$ cat src/rtl/fetch_queue.sv
// Instruction fetch front end: PC-driven imem requests feeding a small prefetch FIFO for decode.
// Optional macro FETCH_STATS_EN adds stat_delivered / stat_flushed counters.
module fetch_queue #(
    parameter logic [31:0] RESET_PC = 32'h0100_0000,
    parameter int          DEPTH    = 4
) (
    input  logic        clock,
    input  logic        reset,
    output logic        imem_req,
    output logic [31:0] imem_addr,
    input  logic [31:0] imem_rdata,
    output logic        out_valid,
    input  logic        out_ready,
    output logic [31:0] out_inst,
    output logic [31:0] out_pc,
    input  logic        redirect_valid,
`ifdef FETCH_STATS_EN
    input  logic [31:0] redirect_pc,
    output logic [31:0] stat_delivered,
    output logic [31:0] stat_flushed
`else
    input  logic [31:0] redirect_pc
`endif
);

    localparam int PTR_W = $clog2(DEPTH);
    localparam int CNT_W = PTR_W + 1;
    localparam logic [CNT_W:0] DEPTH_U = (CNT_W + 1)'(DEPTH);

    logic [31:0]      instMem_q [DEPTH];
    logic [31:0]      pcMem_q   [DEPTH];

    logic [31:0]      pc_q, pc_d;
    logic [31:0]      reqPc_q, reqPc_d;
    logic [CNT_W-1:0] count_q, count_d;
    logic [PTR_W-1:0] head_q, head_d;
    logic [PTR_W-1:0] tail_q, tail_d;
    logic             inflight_q, inflight_d;
    logic             epoch_q, epoch_d;
    logic             reqEpoch_q, reqEpoch_d;

    logic [CNT_W:0]   used;
    logic             push;
    logic             pop;
    logic             notEmpty;

    // Credit counts the in-flight word as occupied so a returning word always has a free slot.
    always_comb begin
        used      = {1'b0, count_q} + {{CNT_W{1'b0}}, inflight_q};
        notEmpty  = (count_q != '0);
        imem_req  = !reset && !redirect_valid && (used < DEPTH_U);
        imem_addr = pc_q;
        out_valid = notEmpty && !redirect_valid;
        out_inst  = notEmpty ? instMem_q[head_q] : 32'h0;
        out_pc    = notEmpty ? pcMem_q[head_q] : 32'h0;
        pop       = out_valid && out_ready;
        push      = inflight_q && (reqEpoch_q == epoch_q) && !redirect_valid;
    end

    always_comb begin
        pc_d       = pc_q;
        reqPc_d    = reqPc_q;
        count_d    = count_q;
        head_d     = head_q;
        tail_d     = tail_q;
        inflight_d = imem_req;
        epoch_d    = epoch_q;
        reqEpoch_d = reqEpoch_q;
        if (redirect_valid) begin
            pc_d    = redirect_pc & 32'hFFFF_FFFC;
            count_d = '0;
            head_d  = '0;
            tail_d  = '0;
            epoch_d = ~epoch_q;
        end else begin
            if (imem_req) begin
                pc_d       = pc_q + 32'd4;
                reqPc_d    = pc_q;
                reqEpoch_d = epoch_q;
            end
            if (push) tail_d = tail_q + PTR_W'(1);
            if (pop)  head_d = head_q + PTR_W'(1);
            case ({push, pop})
                2'b10:   count_d = count_q + CNT_W'(1);
                2'b01:   count_d = count_q - CNT_W'(1);
                default: count_d = count_q;
            endcase
        end
    end

    always_ff @(posedge clock) begin
        if (reset) begin
            pc_q       <= RESET_PC;
            reqPc_q    <= RESET_PC;
            count_q    <= '0;
            head_q     <= '0;
            tail_q     <= '0;
            inflight_q <= 1'b0;
            epoch_q    <= 1'b0;
            reqEpoch_q <= 1'b0;
        end else begin
            pc_q       <= pc_d;
            reqPc_q    <= reqPc_d;
            count_q    <= count_d;
            head_q     <= head_d;
            tail_q     <= tail_d;
            inflight_q <= inflight_d;
            epoch_q    <= epoch_d;
            reqEpoch_q <= reqEpoch_d;
        end
    end

    // Storage needs no reset; count_q alone decides which slots are live.
    always_ff @(posedge clock) begin
        if (push && !reset) begin
            instMem_q[tail_q] <= imem_rdata;
            pcMem_q[tail_q]   <= reqPc_q;
        end
    end

`ifdef FETCH_STATS_EN
    logic [31:0] delivered_q, delivered_d;
    logic [31:0] flushed_q, flushed_d;

    always_comb begin
        delivered_d = delivered_q + (pop ? 32'd1 : 32'd0);
        flushed_d   = flushed_q;
        if (redirect_valid)
            flushed_d = flushed_q + 32'(count_q) + 32'(inflight_q);
    end

    always_ff @(posedge clock) begin
        if (reset) begin
            delivered_q <= 32'h0;
            flushed_q   <= 32'h0;
        end else begin
            delivered_q <= delivered_d;
            flushed_q   <= flushed_d;
        end
    end

    assign stat_delivered = delivered_q;
    assign stat_flushed   = flushed_q;
`endif

endmodule

$ cat config.mk
export PLATFORM = sky130hd
export DESIGN_NAME = fetch_queue
export DESIGN_NICKNAME = d
export VERILOG_FILES = /design/src/rtl/fetch_queue.sv
export SDC_FILE = /design/constraint.sdc
export NUM_CORES = 1
export LEC_CHECK = 0
export CAP_MARGIN = 20
export CORE_MARGIN = 4
export CORE_UTILIZATION = 55
export CTS_CLUSTER_SIZE = 40
export DETAILED_ROUTE_END_ITERATION = 8
export PLACE_DENSITY = 0.79
export SLEW_MARGIN = 10
export SYNTH_ARGS = -nofsm -noshare
export SYNTH_HDL_FRONTEND = slang
export SYNTH_SLANG_ARGS = --single-unit
export TNS_END_PERCENT = 20
$ cat constraint.sdc
create_clock -name clock -period 3.5 [get_ports clock]
set_clock_uncertainty 0.2 [all_clocks]
set_input_delay 0.35 -clock clock [delete_from_list [all_inputs] [get_ports clock]]
set_output_delay 0.35 -clock clock [all_outputs]
set_load 0.01 [all_outputs]
* Word level (Yosys, flattened, before mapping) *
Memories as Yosys holds them, arrays and structs flattened. A register that Yosys moved wholly into a read port is not among the register bits.
Index checks and enable logic that the tools add are counted.

storage, ports and cells
  memories = 2
  memory bits (writable) = 256
  bits in registers = 74
  bits in latches = 0
  logic and storage cells = 48
  memory bits (read-only) = 0

memories
  memory     depth  bits a word  read ports  clocked after memory_dff  write ports  line  RTL
  instMem_q  4      32           1           1                         1            30    logic [31:0] instMem_q [DEPTH];
  pcMem_q    4      32           1           1                         1            31    logic [31:0] pcMem_q [DEPTH];

operators by class
  multiplexer cells = 11
  divide/modulo/power cells = 0
  $lt $le $gt $ge = 1
  reduce and logical (&&, ||, !) cells = 14
  $mul = 0
  equal/unequal tests = 3
  add/sub/neg operators = 6
  shift operators = 0
  bitwise gates (word level) = 2

operators with widths
  kind                                                count
  2-to-1 mux 32 bit                                   4
  adder 32 x 3 -> 32 bit, second input constant       1
  2-to-1 mux 2 bit                                    4
  logical AND 1 bit                                   7
  case mux 3 bit (2 select lines)                     1
  adder 2 x 1 -> 2 bit, second input constant         2
  adder 3 x 1 -> 4 bit                                1
  < comparator 4 x 3 -> 1 bit, second input constant  1
  nonzero test 2 bit                                  2
  adder 3 x 1 -> 3 bit, second input constant         1
  nonzero test 3 bit                                  1
  subtractor 3 x 1 -> 3 bit, second input constant    1
  == test 2 x 1 -> 1 bit, second input constant       1
  == test 2 bit, second input constant                1
  logical NOT 1 bit                                   2
  2-to-1 mux 1 bit                                    2
  NOT 1 bit                                           2
  AND reduction 2 bit                                 1
  OR reduction 2 bit                                  1
  == test 1 bit                                       1

* Longest topological paths before layout *
Gate-level depths: netlist of the first run.

  depth in word-level cells = 6
  depth in mapped cells = 10
  depth with buffers taken out = 9

* Worst setup path after synthesis of the first run *
No wires, ideal clock.

  path type = in2reg
  start = input redirect_valid
  end = memory instMem_q[0][0] (enable)
  stages = 6
  setup slack = 0.278 ns
  buffers on the path = 1
  setup time = 0.427 ns
  arrival time = 2.596 ns
  path through = clkbuf_1 > inv_1 > and3_1 > inv_1 > nor2_1 > and2_1

on the way
  longest elaborated chain between the ends = 5

ends and longest elaborated chain
  item                                    line  RTL
  start: declaration                      16    input logic redirect_valid,
  logical NOT 1 bit                       57    push = inflight_q && (reqEpoch_q == epoch_q) && !redirect_valid;
  logical AND 1 bit                       57
  logical AND 1 bit                       115   if (push && !reset) begin
  2-to-1 mux 1 bit                        115
  2-to-1 mux 1 bit (implied by the code)  116   instMem_q[tail_q] <= imem_rdata;
  end: declaration                        30

Every way passes these cells.

==> run metrics, run 1 <==
post-CTS setup buffers 0; Skew-Pair Late Insertion Delay about 0.55 ns; first-pass GRT wire length 44.06 mm; WL final 27.73 mm; layout cells sized above 1 15.08%; CP arrival about 2.7 ns; core region area roughly 23000 µm²; routability cong. 0.8541; Root Buffer Master clkbuf_16; GR Overflow Total 0; Crit path largest cell delay around 0.66 ns; Crit. End Element output port; post-CTS resize count 0; grt met2 use 34.82%; drt wl/cell between 20 and 25 µm; outcome complete, no violations; Power Density around 490 nW/µm²; met3 Usage GRT 3.292%; initial antenna violation count 0; post-route DRC violation count 0; IO Port Bufs about 160; Cell Chain, Critical Path buf_12 > mux4_2 > and2_1 > clkdlybuf4s50_1; largest net degree at the start of global routing 71; drt pass-1 iters 5; vias in the first global route between 7000 and 8000; simple-gate share of the synthesized area roughly 11%; Most used DFF post-synth edfxtp_1; Warnings, synthesis 0; H-tree levels 1; post-synthesis mux area share between 10% and 20%; TritonCTS clock tree done; GRT Util Overall a little over a fifth; Syn Std Cell Area 12900 µm²; main combinational cell family by area after synthesis simple AND/OR/NAND/NOR gates; Hold WC Path Type in -> reg; CP max-delay cell dfxtp_4; largest area contributor in the netlist edfxtp_1; Leak approximately 5.2 nW; dpl ws around 0.5 ns; Synth area leaders edfxtp_1, dfxtp_1, mux4_2; Final nets approximately 1100; Final setup violation count 0; Final Max Slew Viols 0; Max Buffers Root-to-Sink 3; fin crit share between 90% and 100%; Critical Path RT between 2 and 3 ns; Power Total approximately 7.7 mW; CP startpoint kind register; Synth cell types 52; M1 GR Usage between 30% and 40%; Placed Cells 1296; CP Max Fanout 24; Least-Margin Pin Slew ~0.74 ns; Clock transition at path regs roughly 0.060 ns; fmax about 0.3 GHz; average size of a mapped cell 15.20 µm²; clk sinks 320; Synth Area in Compound Gates roughly 4.6%; Synth Area in XOR/XNOR less than 1%; post-layout util a little over two thirds; die height ~160 µm; area delta synth->final 23.60%; total CTS buffers 31; hold slack final ~0.18 ns; Buf+Inv Stages, Crit Path 2; post-layout min period 3.241 ns; initial drt markers a little under 600; post-route ant nets 0; Top Usage Layer GRT met2; Peak VDD IR 301.9 µV; Final Cell Area between 15000 and 20000 µm²; dominant delay contributor by cell family on the critical path buffers and inverters; adder-cell share of the synthesized area less than 1%; Synth Register Bits 320; via-per-instance ratio between 5 and 6; register area share after synthesis 68.89%; headroom to the max-slew limit approximately half; asr flop ratio synth 0%; Post-Syn Instances between 800 and 900; maxcap violations 0; Rows 55; setup TNS 0 ns; final setup margin 0.2593 ns; placed cell area about 15000 µm²; critical path type reg -> out; fillers ~1600; Initial Util roughly 56%; # IOs around 170; die area 25970 µm²; die width roughly 160 µm; # diodes 0; final cell count without fillers between 1000 and 1500; number of flops mapped to enable cells by yosys between 200 and 250; RSZ-0062 raised after global routing false; routed vias roughly 7900; hpwl dp between 15 and 20 mm; # hold bufs at CTS 0; area share of the largest cell type after synthesis approximately 58%; Final Hold Fails 0
cell type report:
class	count	area [µm²]	area share [%]
clock inverter	17	120.1	0.7532
tap	313	391.6	2.456
timing repair buffer	186	1864	11.69
sequential	320	8896	55.78
inverter	13	48.80	0.3060
multi-input combinational	464	3742	23.47
clock buffer	41	884.6	5.547
Yosys cell counts, types with 13 or more instances:
library cell and n:
dfxtp_1 72, nor2_1 27, nor3_1 14, edfxtp_1 248
inv_1 13, mux4_2 62, buf_2 13, and2_1 71
a21oi_1 38, nand4_1 17, nand2_1 97, clkbuf_1 33
report_power, final:
| group | total [mW] | switching, mW | internal, mW |
|---|---|---|---|
| Combinational | 0.352 | 0.168 | 0.184 |
| Clock | 3.20 | 1.35 | 1.85 |
| Sequential | 4.19 | 0.0674 | 4.12 |
path summary, 6_finish.rpt:
check / end / start / cells after the start / slack (ns)
worst max register to register: count_q[2] / count_q[2] / 9 / 0.85
worst min-delay path: imem_addr[15] / redirect_pc[15] / 3 / 0.18
worst min register to register: reqEpoch_q / reqEpoch_q / 2 / 0.28
worst max-delay path: out_pc[3] / register / 4 / 0.26
cell usage in the layout (no fill, tap or decap), types with 4 or more instances in the layout:
cell             netlist  routed
a211oi_1               7       7
a21oi_1               38      38
a311oi_1               4       4
a31oi_1               11      11
and2_1                71      67
and2_4                 0       4
and3_1                10      10
and4_1                 6       6
buf_12                 0       6
buf_4                  4      21
clkbuf_1              33       4
clkbuf_16              0      32
clkbuf_8               0       5
clkdlybuf4s50_1        0     158
clkinv_2               0      11
conb_1                 1       4
dfxtp_1               72      70
edfxtp_1             248     248
ha_1                   6       6
inv_1                 13      13
mux4_2                62      62
nand2_1               97      97
nand3_1               11      11
nand4_1               17      17
nor2_1                27      27
nor3_1                14      14
nor3b_1                4       4
nor4_1                 5       5
o211ai_1               4       4
o221ai_1               4       4
or3_1                  8       7
or4_1                  5       5
xnor2_1                6       6
xor2_1                 8       8
cell families after synthesis:
kind of cell             Yosys count
buffers and inverters             68
AND/OR/NAND/NOR                  285
adder cells (fa/ha/maj)            7
flip-flops                       320
XOR/XNOR                          14
other                              1
multiplexers                      64
AO/OA/AOI/OAI                     90
tightest hold or removal path, cell delays in order:
cell and delay (ns):
clkdlybuf4s50_1 0.40, nand2_1 0.07, a31oi_1 0.06
layer usage:
metal,up-vias,wire (µm)
li1,3589,-
met1,3925,11670
met2,385,13400
met3,47,2191
met4,0,469
met5,-,0
registers in the layout, indices dropped and copies added, names as in the netlist, named ones only:
signal and flops:
tail_q 2, pcMem_q 120, epoch_q 1, head_q 2
count_q 3, imem_addr 30, reqEpoch_q 1, inflight_q 1
instMem_q 128, reqPc_q 30
No activity file was read; power rests on OpenSTA's default activity.
==> inputs of run 2 (changes only) <==
--- a/config.mk
+++ b/config.mk
@@ -7,10 +7,9 @@
 export LEC_CHECK = 0
 export CAP_MARGIN = 20
 export CORE_MARGIN = 4
-export CORE_UTILIZATION = 55
+export CORE_UTILIZATION = 39
 export CTS_CLUSTER_SIZE = 40
 export DETAILED_ROUTE_END_ITERATION = 8
-export PLACE_DENSITY = 0.79
 export SLEW_MARGIN = 10
 export SYNTH_ARGS = -nofsm -noshare
 export SYNTH_HDL_FRONTEND = slang
==> run 2 against run 1 <==
Effect of this change: register-to-register slack worse by 0.05 ns; sequential share of layout area down 1.3 points; worst setup slack better by 0.039 ns; sequential power about the same; first-iteration DRC count down 6.5%; power up 5.6%; design area up 2.4%; critical path depth unchanged; critical path type unchanged.
==> run metrics, run 2 (synthesized netlist as in run 1, its figures left out) <==
hpwl dp 19.27 mm (+11%); Critical Path Stages 4 (unchanged); area delta synth->final 26.53%; initial drt markers 543 (-6.5%); headroom to the max-slew limit 51.39% (+0.71 points); post-CTS setup buffers 0 (unchanged); # hold bufs at CTS 1 (+1); layout cells sized above 1 15.00% (-0.086 points); largest net degree at the start of global routing 64 (-9.9%); Logic pwr share 4.4% (about the same); Initial Util 39.56% (-17 points); fin crit share 91.48% (-1.1 points); initial antenna violation count 0 (unchanged); outcome complete, no violations; commonest cells after routing, fill and taps aside edfxtp_1, clkdlybuf4s50_1, nand2_1, dfxtp_1, and2_1; die width 189.9 µm (+18%); TritonCTS clock tree done; post-route DRC violation count 0 (unchanged); first-pass GRT wire length 46.16 mm (+4.8%); RSZ-0062 raised after global routing false; switching share of power 19.99% (-0.50 points); Final Max Slew Viols 0 (unchanged); vias in the first global route 7952 (+1.1%); CP startpoint kind register; fmax 0.3123 GHz (+1.2%); core region area 32620 µm² (+43%); CP max-delay cell or3_2; Least-Margin Pin Slew 0.7291 ns (-0.01061 ns); setup TNS 0 ns (unchanged); maxcap violations 0 (unchanged); CP Max Fanout 23 (-4.2%); Final nets 1099 (+0.73%); Peak VDD IR 307.4 µV (+1.8%); clk sinks 320 (unchanged); post-layout min period 3.202 ns (-0.03900 ns); routability cong. 0.7872 (-7.8%); WL final 29.77 mm (+7.4%); Crit path largest cell delay 0.73 ns (+0.07 ns); Reg with most FFs instMem_q; H-tree levels 2 (+1); via-per-instance ratio 5.217 (-11%); Leak 5.332 nW (+1.7%); start point of the worst hold path redirect_pc[6]; Cell Chain, Critical Path or3_2 > buf_4 > and2_1 > clkdlybuf4s50_1; Power Density 500.8 nW/µm² (+3.1%); Buf+Inv Stages, Crit Path 2 (unchanged); R2R Setup Slk 0.80 ns (-0.05 ns); CP arrival 2.65 ns (-0.04 ns); Skew-Pair Late Insertion Delay 0.51 ns (-0.04 ns); Final Hold Fails 0 (unchanged); hold depth 3 (unchanged); routed vias 7768 (-2.2%); post-CTS resize count 0 (unchanged); # diodes 0 (unchanged); Final setup violation count 0 (unchanged); Top Metal Used met4; most common cell after layout, fill and taps aside edfxtp_1; GR Overflow Total 0 (unchanged); # IOs 166 (unchanged); R2R cell count 9 (unchanged); Max Buffers Root-to-Sink 3 (unchanged); max reg flops 128 (unchanged); r2r startpoint count_q[2]; Hold WC Path Type in -> reg; dominant delay contributor by cell family on the critical path simple AND/OR/NAND/NOR gates; Power Total 8.176 mW (+5.6%); die height 189.9 µm (+18%); drt pass-1 iters 5 (unchanged); Clock transition at path regs 0.06 ns (about the same); Critical Path RT 2.95 ns (about the same); FF/Latch Area 8896 µm² (unchanged); clock share of power 44.3% (+3.0 points); IO Port Bufs 159 (unchanged); P_sw 1.634 mW (+3.0%); WL met1 13.82 mm (+18%); DR WL met2 13.44 mm (+0.36%); detailed route wirelength on metal3 1.913 mm (-13%); GRT Util Overall 16.43% (-4.8 points); post-route ant nets 0 (unchanged); drt wl/cell 20.00 µm (-2.4%); total CTS buffers 35 (+13%); hold endpoint imem_addr[6]; die area 36060 µm² (+39%); worst r2r dst count_q[2]; multi-input logic area 3742 µm² (unchanged); Regs by FF count instMem_q (128), pcMem_q (120); Crit. End Element output port; critical path type reg -> out; Flop pwr share 51.3% (-2.8 points); fillers 2760 (+76%); Rows 66 (+20%); hold slack final 0.2186 ns (+0.04308 ns); Root Buffer Master clkbuf_16; Power Internal 6.541 mW (+6.3%)
-- run 2: changes by cell type in the layout (fill, tap and decap cells not counted), sizes merged --
cell and change:
clkbuf +5, clkinv -4, bufinv +3, dlygate4sd3 +1, clkinvlp -2, buf +3
-- run 2: routing by layer --
metal	global-route usage, %	vias to the layer above
li1	-	3596
met1	24.16	3865
met2	25.14	261
met3	3.376	46
met4	4.424	0
met5	0	-
-- run 2: power by group through the flow --
stage / Clock [mW] / Combinational, mW / Sequential [mW]
after floorplan: 0 / 0.149 / 4.26
after global placement: 0 / 0.354 / 4.27
after detailed placement: 0 / 0.357 / 4.27
after CTS: 3.71 / 0.360 / 4.19
after global routing: 3.90 / 0.386 / 4.20
final: 3.63 / 0.357 / 4.19
-- run 2: worst max path at each step --
stage,endpoint,slack [ns],startpoint
6_report,out_pc[20],0.30,count_q[2]
5_1_grt,out_pc[20],0.17,register
4_1_cts,out_pc[20],0.24,count_q[2]
3_5_place_dp,imem_addr[16],0.54,redirect_valid
3_3_place_gp,imem_addr[12],0.55,redirect_valid
2_1_floorplan,instMem_q[0][0],0.28,redirect_valid
-- run 2: worst reg2reg max path, stage by stage, from the launching register on --
cell	delay, ns
dfxtp_1	0.45
or3_2	0.44
nand2_1	0.18
nor2_1	0.12
ha_1	0.18
inv_1	0.06
fa_1	0.38
xor2_1	0.16
or3_1	0.31
a21oi_1	0.15
-- run 2: final cells by class --
class                      instances  share of cell area (%)
multi-input combinational        464                   22.92
timing repair buffer             190                   11.93
tap                              442                   3.387
inverter                          13                  0.2989
clock buffer                      46                   5.924
clock inverter                    14                   1.050
sequential                       320                   54.49
-- run 2: metrics by stage --
stage               std cells  cell area, µm²  util [%]  setup slack [ns]
finish                   1489           16330     50.05            0.2983
global route             1489           16330     50.05            0.1712
CTS                      1489           16330     50.05            0.2442
detailed placement       1428           15180     46.53            0.5413
global placement         1428           15180     46.53            0.5467
floorplan                 852           12910         -            0.2776
==> inputs of run 3 (changes only) <==
--- a/config.mk
+++ b/config.mk
@@ -5,11 +5,13 @@
 export SDC_FILE = /design/constraint.sdc
 export NUM_CORES = 1
 export LEC_CHECK = 0
+export ABC_AREA = 1
 export CAP_MARGIN = 20
 export CORE_MARGIN = 4
 export CORE_UTILIZATION = 39
 export CTS_CLUSTER_SIZE = 40
 export DETAILED_ROUTE_END_ITERATION = 8
+export HOLD_SLACK_MARGIN = 0.05
 export SLEW_MARGIN = 10
 export SYNTH_ARGS = -nofsm -noshare
 export SYNTH_HDL_FRONTEND = slang
==> run 3 against run 2 <==
Effect of this change: core utilization down 0.89 points; clock-buffer cell count is 3 higher; via count increased by 20%; combinational power rose by 24%; sequential share of layout area shrank 0.67 points; critical endpoint is now out_inst[14]; highest routed layer is now met5.
==> run metrics, run 3 <==
outcome complete, no violations; die height 192.8 µm (+1.5%); Final nets 1499 (+36%); post-CTS resize count 0 (unchanged); WL final 31.61 mm (+6.2%); Rows 67 (+1.5%); largest area contributor in the netlist edfxtp_1; maxcap violations 0 (unchanged); Reg with most FFs instMem_q; IO Port Bufs 159 (unchanged); Placed Cells 1835 (+29%); register area share after synthesis 66.72% (-2.2 points); Clock transition at path regs 0.06 ns (about the same); area share of the largest cell type after synthesis 55.90% (-1.8 points); Leak 5.737 nW (+7.6%); Post-Syn Instances 1277 (+50%); Power Total 8.235 mW (+0.72%); post-route DRC violation count 0 (unchanged); synth cell count leaders nor2_1, edfxtp_1, o21ai_0, a21oi_1, nand2_1; Synth Register Bits 320 (unchanged); R2R Setup Slk 1.10 ns (+0.30 ns); headroom to the max-slew limit 44.12% (-7.3 points); Final Max Slew Viols 0 (unchanged); initial drt markers 715 (+32%); vias in the first global route 9018 (+13%); Synth area leaders edfxtp_1, dfxtp_1, nor2_1; fin crit share 91.44% (about the same); asr flop ratio synth 0% (unchanged); die width 192.8 µm (+1.5%); Final setup violation count 0 (unchanged); H-tree levels 2 (unchanged); hold depth 3 (unchanged); Skew-Pair Late Insertion Delay 0.50 ns (about the same); # diodes 0 (unchanged); commonest cells after routing, fill and taps aside nor2_1, edfxtp_1, o21ai_0, clkdlybuf4s50_1, a21oi_1; TritonCTS clock tree done; post-CTS setup buffers 0 (unchanged); initial antenna violation count 1 (+1); average size of a mapped cell 10.43 µm² (-31%); Warnings, synthesis 0 (unchanged); fmax 0.3125 GHz (about the same); Max Buffers Root-to-Sink 3 (unchanged); setup TNS 0 ns (unchanged); Peak VDD IR 315.5 µV (+2.7%); Synth cell types 40 (-23%); Final Hold Fails 0 (unchanged); hpwl dp 18.67 mm (-3.1%); number of flops mapped to enable cells by yosys 248 (unchanged); largest net degree at the start of global routing 125 (+95%); die area 37180 µm² (+3.1%); r2r startpoint epoch_q; post-route ant nets 0 (unchanged); hold endpoint imem_addr[10]; via-per-instance ratio 4.911 (-5.9%); # hold bufs at CTS 0 (-1); most common cell after layout, fill and taps aside nor2_1; GR Overflow Total 0 (unchanged); Crit. End Element output port; routed vias 9306 (+20%); Hold WC Path Type in -> reg; Syn Std Cell Area 13320 µm² (+3.2%); Most used DFF post-synth edfxtp_1; max reg flops 128 (unchanged); Regs by FF count instMem_q (128), pcMem_q (120); layout cells sized above 1 7.187% (-7.8 points); routability cong. 0.8274 (+5.1%); RSZ-0062 raised after global routing false; final cell count without fillers 1895 (+27%); CP startpoint kind register; Root Buffer Master clkbuf_16; R2R cell count 7 (-2); drt wl/cell 16.68 µm (-17%); start point of the worst hold path redirect_pc[10]; Least-Margin Pin Slew 0.8382 ns (+0.1091 ns); Initial Util 39.63% (+0.073 points); drt pass-1 iters 5 (unchanged); count leader, synth nor2_1; # IOs 166 (unchanged); Power Density 498.3 nW/µm² (-0.49%); first-pass GRT wire length 49.16 mm (+6.5%); total CTS buffers 35 (unchanged); clk sinks 320 (unchanged); critical path type reg -> out; GRT Util Overall 16.81% (+0.38 points); core region area 33620 µm² (+3.1%); CP Max Fanout 35 (+52%); Critical Path RT 2.95 ns (about the same); CP arrival 2.65 ns (about the same); hold slack final 0.2134 ns (-0.005159 ns); area delta synth->final 24.04%; post-layout min period 3.200 ns (-0.001313 ns); worst r2r dst instMem_q[2][11]; fillers 3047 (+10%)
-- run 3: cell count changes in the layout (fill, tap and decap cells not counted), sizes merged, moves of 14 or more --
cell	previous run	this run
nor2	27	327
o21ai	2	177
a21oi	38	111
and2	71	1
inv	14	76
mux4	62	0
nand3	11	31
nand2	97	111
-- run 3: worst max path at each step --
stage / depth (start not counted) / end / slack (ns)
finish: 6 / out_inst[14] / 0.30
CTS: 6 / out_inst[0] / 0.19
global route: 6 / out_inst[28] / 0.08
global placement: 5 / imem_req / 0.69
detailed placement: 5 / imem_req / 0.69
floorplan: 6 / instMem_q[0][0] / -0.62
-- run 3: area by class of cell --
type / count / area [µm²] / share of cell area (%)
flip-flops and latches: 320 / 8894 / 53.82
multi-input cells: 812 / 3831 / 23.18
repair buffers: 179 / 1829 / 11.07
clock buffers: 49 / 1012 / 6.126
well taps: 448 / 560.5 / 3.392
inverters: 76 / 289.0 / 1.749
clock inverters: 11 / 108.9 / 0.6587
-- run 3: worst max-delay path, stage by stage, from the launching register on --
cell and delay, ns:
dfxtp_2 0.32, inv_2 0.54, buf_4 0.49, nor2_1 0.09, o21ai_0 0.09, a21oi_1 0.12, clkdlybuf4s50_1 0.50
-- run 3: layer usage --
metal,vias up,GRT usage [%],part of all wire (%)
li1,4673,-,-
met1,4378,23.17,46
met4,2,3.703,1.7
met3,43,3.726,5.8
met5,-,0,0.041
met2,210,27.39,46
-- run 3: power breakdown --
group / leakage [nW] / internal, mW / total, mW / switching [mW]
Combinational: 2.31 / 0.206 / 0.444 / 0.239
Clock: 0.540 / 2.16 / 3.57 / 1.40
Sequential: 2.88 / 4.15 / 4.22 / 0.0692
-- run 3: per-stage QoR --
stage	setup WS (ns)	util [%]	cell area, µm²
2_1_floorplan	-0.6151	-	13330
6_report	0.2997	49.16	16520
5_1_grt	0.08487	49.16	16520
3_3_place_gp	0.6890	45.82	15400
4_1_cts	0.1868	49.16	16520
3_5_place_dp	0.6928	45.82	15400
-- run 3: cell families after synthesis --
logic type / after synthesis / synth area share [%]
XOR/XNOR: 6 / 0.3945
flip-flops: 320 / 66.72
buffers and inverters: 148 / 4.828
adder cells (fa/ha/maj): 7 / 0.7138
AND/OR/NAND/NOR: 488 / 15.43
other: 1 / 0.02815
AO/OA/AOI/OAI: 307 / 11.88
